$ cat config.mk
export PLATFORM = sky130hd
export DESIGN_NAME = mips_mem_arbiter
export DESIGN_NICKNAME = d
export VERILOG_FILES = /design/src/rtl/mips_mem_arbiter.sv
export SDC_FILE = /design/constraint.sdc
export NUM_CORES = 1
export LEC_CHECK = 0
export ABC_AREA = 1
export ABC_CLOCK_PERIOD_IN_PS = 1700
export CAP_MARGIN = 20
export CORE_AREA = 3 3 117 119
export DETAILED_ROUTE_END_ITERATION = 7
export DIE_AREA = 0 0 120 122
export PLACE_DENSITY_LB_ADDON = 0.12
export SYNTH_ARGS = -nofsm -noshare
export SYNTH_HDL_FRONTEND = slang
export SYNTH_SLANG_ARGS = --single-unit
$ cat constraint.sdc
create_clock -name clk -period 1.7 [get_ports clk]
set_input_delay 0.17 -clock clk [delete_from_list [all_inputs] [get_ports clk]]
set_output_delay 0.17 -clock clk [all_outputs]
set_load 0.03 [all_outputs]
$ cat src/rtl/mips_mem_arbiter.sv
// mips_mem_arbiter: two-port arbiter in front of a single-ported data memory.
// Port 0 is the CPU load/store path, port 1 is the loader/DMA path.
// Each access takes three cycles: IDLE (sample and arbitrate), ACCESS (memory strobe)
// and RESP (done pulse to the winner).
// Optional feature: define MEM_ARB_ROUND_ROBIN_EN to alternate the winner on
// simultaneous requests. Without it, port 0 has fixed priority.
module mips_mem_arbiter #(
    parameter int ADDR_W = 32,
    parameter int DATA_W = 32
) (
    input  logic              clk,
    input  logic              rst_n,
    input  logic              req0,
    input  logic              req1,
    input  logic              we0,
    input  logic              we1,
    input  logic [ADDR_W-1:0] addr0,
    input  logic [ADDR_W-1:0] addr1,
    input  logic [DATA_W-1:0] wdata0,
    input  logic [DATA_W-1:0] wdata1,
    output logic              gnt0,
    output logic              gnt1,
    output logic              done0,
    output logic              done1,
    output logic [DATA_W-1:0] rdata,
    output logic [ADDR_W-1:0] mem_address,
    output logic [DATA_W-1:0] mem_write_data,
    output logic              mem_write,
    output logic              mem_read,
    input  logic [DATA_W-1:0] mem_read_data,
    output logic              busy
);

    typedef enum logic [1:0] {
        S_IDLE   = 2'd0,
        S_ACCESS = 2'd1,
        S_RESP   = 2'd2
    } state_t;

    state_t              state_q, state_d;
    logic                win_q, win_d;          // 0 = port 0 owns the access, 1 = port 1
    logic                we_q, we_d;            // latched write enable of the winner
    logic [ADDR_W-1:0]   mem_address_q, mem_address_d;
    logic [DATA_W-1:0]   mem_write_data_q, mem_write_data_d;
    logic [DATA_W-1:0]   rdata_q, rdata_d;
    logic                gnt0_q, gnt0_d;
    logic                gnt1_q, gnt1_d;
    logic                done0_q, done0_d;
    logic                done1_q, done1_d;
    logic                mem_write_q, mem_write_d;
    logic                mem_read_q, mem_read_d;
    logic                busy_q, busy_d;
`ifdef MEM_ARB_ROUND_ROBIN_EN
    logic                last_q, last_d;        // port granted most recently; 1 after reset so port 0 wins first
`endif

    // State and datapath registers; reset clears every strobe asynchronously so an
    // in-flight access is abandoned without waiting for the clock.
    always_ff @(posedge clk or negedge rst_n) begin
        if (!rst_n) begin
            state_q          <= S_IDLE;
            win_q            <= 1'b0;
            we_q             <= 1'b0;
            mem_address_q    <= {ADDR_W{1'b0}};
            mem_write_data_q <= {DATA_W{1'b0}};
            rdata_q          <= {DATA_W{1'b0}};
            gnt0_q           <= 1'b0;
            gnt1_q           <= 1'b0;
            done0_q          <= 1'b0;
            done1_q          <= 1'b0;
            mem_write_q      <= 1'b0;
            mem_read_q       <= 1'b0;
            busy_q           <= 1'b0;
`ifdef MEM_ARB_ROUND_ROBIN_EN
            last_q           <= 1'b1;
`endif
        end else begin
            state_q          <= state_d;
            win_q            <= win_d;
            we_q             <= we_d;
            mem_address_q    <= mem_address_d;
            mem_write_data_q <= mem_write_data_d;
            rdata_q          <= rdata_d;
            gnt0_q           <= gnt0_d;
            gnt1_q           <= gnt1_d;
            done0_q          <= done0_d;
            done1_q          <= done1_d;
            mem_write_q      <= mem_write_d;
            mem_read_q       <= mem_read_d;
            busy_q           <= busy_d;
`ifdef MEM_ARB_ROUND_ROBIN_EN
            last_q           <= last_d;
`endif
        end
    end

    // Next-state logic: arbitrate only in IDLE, latch the winner's request, then step
    // through ACCESS and RESP for exactly one cycle each.
    always_comb begin
        state_d          = state_q;
        win_d            = win_q;
        we_d             = we_q;
        mem_address_d    = mem_address_q;
        mem_write_data_d = mem_write_data_q;
`ifdef MEM_ARB_ROUND_ROBIN_EN
        last_d           = last_q;
`endif
        case (state_q)
            S_IDLE: begin
                if (req0 || req1) begin
                    state_d = S_ACCESS;
`ifdef MEM_ARB_ROUND_ROBIN_EN
                    if (req0 && req1) begin
                        win_d = ~last_q;
                    end else begin
                        win_d = ~req0;
                    end
                    last_d = win_d;
`else
                    win_d = ~req0;
`endif
                    if (win_d) begin
                        we_d             = we1;
                        mem_address_d    = addr1;
                        mem_write_data_d = wdata1;
                    end else begin
                        we_d             = we0;
                        mem_address_d    = addr0;
                        mem_write_data_d = wdata0;
                    end
                end else begin
                    state_d = S_IDLE;
                end
            end
            S_ACCESS: state_d = S_RESP;
            S_RESP:   state_d = S_IDLE;
            default:  state_d = S_IDLE;
        endcase
    end

    // Output logic: every output is registered, so its next value is decoded from the
    // upcoming state; rdata captures the memory only at the edge that ends a read ACCESS.
    always_comb begin
        gnt0_d      = (state_d != S_IDLE) && !win_d;
        gnt1_d      = (state_d != S_IDLE) && win_d;
        done0_d     = (state_d == S_RESP) && !win_d;
        done1_d     = (state_d == S_RESP) && win_d;
        mem_write_d = (state_d == S_ACCESS) && we_d;
        mem_read_d  = (state_d == S_ACCESS) && !we_d;
        busy_d      = (state_d != S_IDLE);
        if ((state_q == S_ACCESS) && !we_q) begin
            rdata_d = mem_read_data;
        end else begin
            rdata_d = rdata_q;
        end
    end

    assign gnt0           = gnt0_q;
    assign gnt1           = gnt1_q;
    assign done0          = done0_q;
    assign done1          = done1_q;
    assign rdata          = rdata_q;
    assign mem_address    = mem_address_q;
    assign mem_write_data = mem_write_data_q;
    assign mem_write      = mem_write_q;
    assign mem_read       = mem_read_q;
    assign busy           = busy_q;

endmodule
# Word-level counts from Yosys, hierarchy flattened
# Index checks and enable logic that the tools add are counted.
# classes
mux	9
bitwise	1
eq_ne	3
n_reduce_logical	14
# ops
operator	count
32-bit 2-to-1 mux	2
1-bit logical AND	7
1-bit 2-to-1 mux	6
2-bit by 1-bit == test with 1-bit output, second input constant	2
2-bit one-hot mux with 2 select lines	1
1-bit zero test	3
2-bit == test, second input constant	1
2-bit zero test	1
2-bit AND reduction	1
2-bit nonzero test	1
1-bit logical OR	1
1-bit inverter	1
# word_totals
regBits	107
wordCells	40
out_inout_bits	103
inputBits	166

# Depth between registers and ports, before layout
# Gate-level depths: netlist of run 1.
# logic_depth
depth_word	5
mapped_depth	7
depth_no_buf	6

# Worst setup path before layout of run 1
# No wires, ideal clock.
# synth_timing
path_type	reg2reg
from	register state_q[1]
to	register rdata_q[10] (netlist: rdata[10])
required_ns	1.582
path_stages_with_launch	6
n_path_buf	1
setup_ns	0.118
arrival_ns	1.083
path_slack_ns	0.499
period_less_slack_ns	1.201
path_cell_list	dfrtp_1 -> nor2_2 -> nand2_1 -> clkbuf_1 -> nand2_1 -> nand2_1
# synth_between
elab_chain_cells	2
# synth_lines
item	line_no	source
from (decl)	40	state_t state_q, state_d;
from (signal assigned)	78	state_q <= state_d;
2-bit by 1-bit == test with 1-bit output	151	if ((state_q == S_ACCESS) && !we_q) begin
1-bit logical AND	151	
to (signal assigned)	66	rdata_q <= {DATA_W{1'b0}};
to (signal assigned)	83	rdata_q <= rdata_d;
to (decl)	45	logic [DATA_W-1:0] rdata_q, rdata_d;
# Every way passes these cells.
# A chain may end at the register's enable or synchronous reset.

# Worst setup path after layout of run 1
# layout_timing
from	register mem_write_data_q[20] (netlist: mem_write_data[20])
to	output mem_write_data[20]
# layout_rtl
item	line_no	source
from (decl)	44	logic [DATA_W-1:0] mem_write_data_q, mem_write_data_d;
from (signal assigned)	65	mem_write_data_q <= {DATA_W{1'b0}};
from (signal assigned)	82	mem_write_data_q <= mem_write_data_d;
to (decl)	27	output logic [DATA_W-1:0] mem_write_data,
# No word-level cell between the ends.

==> impl_metrics.env, run 1 <==
export IMPL_status="complete, no violations"
export IMPL_grt_usage_pct=20.6
export IMPL_yosysWarningCount=0
export IMPL_crit_chain="clkdlybuf4s50_1"
export IMPL_num_io_pins=269
export IMPL_path_clk_slew_ns=0.07
export IMPL_viasPerCell=4.52
export IMPL_yosysTopAreaCellShare_pct=54.4
export IMPL_avgSynthCellArea_um2=7.51
export IMPL_ys_seq_elements=107
export IMPL_cts_setup_buffers=0
export IMPL_power_total_mw=14.4
export IMPL_finalCritPeriodShare_pct=92.3
export IMPL_path_max_fanout=2
export IMPL_dieArea_um2=14600
export IMPL_criticalPathCategory="flip-flop to output pin"
export IMPL_multiInputGateArea_um2=1790
export IMPL_avgRoutedWirePerCell_um=13.9
export IMPL_cts_buffers=9
export IMPL_num_nets_final=1078
export IMPL_critPathBufInv=1
export IMPL_synth_largest_area_cell="dfrtp_1"
export IMPL_crit_arrival_ns=1.40
export IMPL_rsz0062_at_grt="false"
export IMPL_setup_tns_ns=0
export IMPL_cp_slowest_cell="clkdlybuf4s50_1"
export IMPL_grt_pass1_vias=5051
export IMPL_num_antenna_cells=0
export IMPL_tightest_slew_ns=0.466
export IMPL_cp_required_ns=1.53
export IMPL_root_buffer="clkbuf_16"
export IMPL_synth_area_top_cells="dfrtp_1 (54%), nand2_1 (25%), o21ai_0 (6.6%), inv_1 (5.5%), nand3_1 (3.3%)"
export IMPL_final_core_util_pct=63.9
export IMPL_antenna_found_initial=0
export IMPL_max_cap_violations=0
export IMPL_grt_overflow=0
export IMPL_p_leak_nw=4.08
export IMPL_clk_path_buf_depth=2
export IMPL_vias=4927
export IMPL_insertion_delay_ns=0.34
export IMPL_drt_iter0_markers=204
export IMPL_cpPeakStageDelay_ns=0.68
export IMPL_synth_seq_area_share_pct=54.4
export IMPL_setup_violations=0
export IMPL_synth_cells=655
export IMPL_cp_start_kind="flip-flop"
export IMPL_die_w_um=120
export IMPL_slew_violations=0
export IMPL_cts_tree="built"
export IMPL_relSlewSlack_pct=68.9
export IMPL_post_cts_resized=0
export IMPL_htreeDepth=3
export IMPL_fmax_mhz=637
export IMPL_core_um2=12700
export IMPL_drt_first_pass_iters=7
export IMPL_portBuffers=268
export IMPL_hp_class="input port to asynchronous set/reset pin"
export IMPL_pwr_density_cell_nw_per_um2=1780
export IMPL_ir_drop_v=0.000763
export IMPL_rows=41
export IMPL_route_detailed_drc=0
export IMPL_grt_pass1_wl_um=24300
export IMPL_path_delay_family="buffers and inverters"
export IMPL_die_h_um=122
export IMPL_place_congestion=0.806
export IMPL_area_growth_pct=64.5
export IMPL_fillCellCount=1122
export IMPL_finalHoldViolations=0
export IMPL_min_period_ns=1.57
export IMPL_drive_gt1_share_pct=3.71
export IMPL_syn_area_um2=4920
export IMPL_dp_hpwl_um=11500
export IMPL_antenna_left=0
export IMPL_layout_area_seq_um2=2680
export IMPL_grt_max_degree=58
export IMPL_synth_net_count=821
export IMPL_clkSinkCount=107
export IMPL_ys_types=15
export IMPL_clock_skew_ns=0.00986
export IMPL_wl_um=15100
export IMPL_start_util_pct=38.8
export IMPL_crit_path_end_kind="output pin"
-- metrics by stage --
step / instances / area, um^2 / setup slack (ns) / hold slack [ns]
global route: 1089 / 8090 / 0.0753 / 0.352
finish: 1089 / 8090 / 0.131 / 0.331
detailed placement: 1072 / 7790 / 0.165 / 0.156
global placement: 1072 / 7790 / 0.230 / 0.150
floorplan: 655 / 4920 / 0.499 / -0.126
CTS: 1089 / 8090 / 0.101 / 0.311
-- registers in the layout (all words and copies together), names as in the netlist --
register        count
done1               1
rdata              32
mem_address        32
busy                1
state_q             2
done0               1
gnt0                1
we_q                1
win_q               1
gnt1                1
mem_read            1
mem_write_data     32
mem_write           1
-- layout make-up --
class                           count  share of cell area [%]
Multi-Input combinational cell    438                    22.1
Inverter                           73                    3.39
Tap cell                          172                    2.66
Timing Repair Buffer              283                    35.1
Sequential cell                   107                    33.1
Clock buffer                       11                    3.00
Clock inverter                      5                   0.649
-- path summary, 6_finish.rpt --
check,startpoint,to,slack (ns),cells after the start
max,mem_write_data[20]$_DFFE_PN0P_,mem_write_data[20],0.13,1
min,rst_n,mem_address[21]$_DFFE_PN0P_,0.33,2
max reg2reg,state_q[1]$_DFF_PN0_,rdata[22]$_DFFE_PN0P_,0.43,4
min reg2reg,win_q$_DFF_PN0_,done0$_DFF_PN0_,0.44,1
max in group asynchronous,rst_n,mem_write_data[1]$_DFFE_PN0P_,0.70,3
min in group clk,req0,win_q$_DFF_PN0_,0.33,4
-- power breakdown --
group	total, mW	leakage, nW	switching [mW]	internal (mW)
logic	7.92	2.60	4.81	3.12
clock network	2.06	0.145	0.883	1.18
registers	4.39	1.33	0.635	3.75
-- repair_timing --
| action | in CTS | in global routing |
|---|---|---|
| hold buffers | 1 | 0 |
| hold endpoints to repair | 32 | 0 |
| setup endpoints to repair | 0 | 0 |
-- logic make-up after synthesis --
group,Yosys count,synth area share (%)
simple gates,371,29.3
flops,107,54.4
buf+inv,110,9.36
compound gates,67,6.89
-- metal layers --
| metal | GRT usage, % | part of all wire, % |
|---|---|---|
| met1 | 23.9 | 40 |
| met2 | 36.3 | 50 |
| met3 | 5.85 | 7.5 |
| met4 | 7.87 | 2.0 |
| met5 | 0 | 0 |
-- cell usage in the layout, fill, tap and decap left out, drive strengths merged --
cell,synthesis,routed
clkdlybuf4s50,0,266
o21ai,67,67
dfrtp,107,107
nand2,330,330
dlygate4sd3,0,1
clkinv,1,4
buf,20,16
nor2,9,9
nand3,32,32
bufinv,0,1
clkinvlp,0,1
clkbuf,17,11
inv,72,72
-- cell usage after synthesis --
cell / number
o21ai_0: 65
buf_6: 2
o21ai_2: 1
nand3_1: 32
clkbuf_1: 17
clkinv_1: 1
buf_2: 14
nand2_1: 330
nor2_2: 1
inv_1: 72
nor2_1: 7
nor2_4: 1
buf_4: 4
o21ai_1: 1
dfrtp_1: 107
Note: power is estimated with default switching activity, not from simulation.
==> inputs of run 2 (changes only) <==
--- a/config.mk
+++ b/config.mk
@@ -15,3 +15,4 @@
 export SYNTH_ARGS = -nofsm -noshare
 export SYNTH_HDL_FRONTEND = slang
 export SYNTH_SLANG_ARGS = --single-unit
+export TNS_END_PERCENT = 100
==> results of run 2 <==
Same layout as run 1: the final DEF is identical, and so are final timing and power.
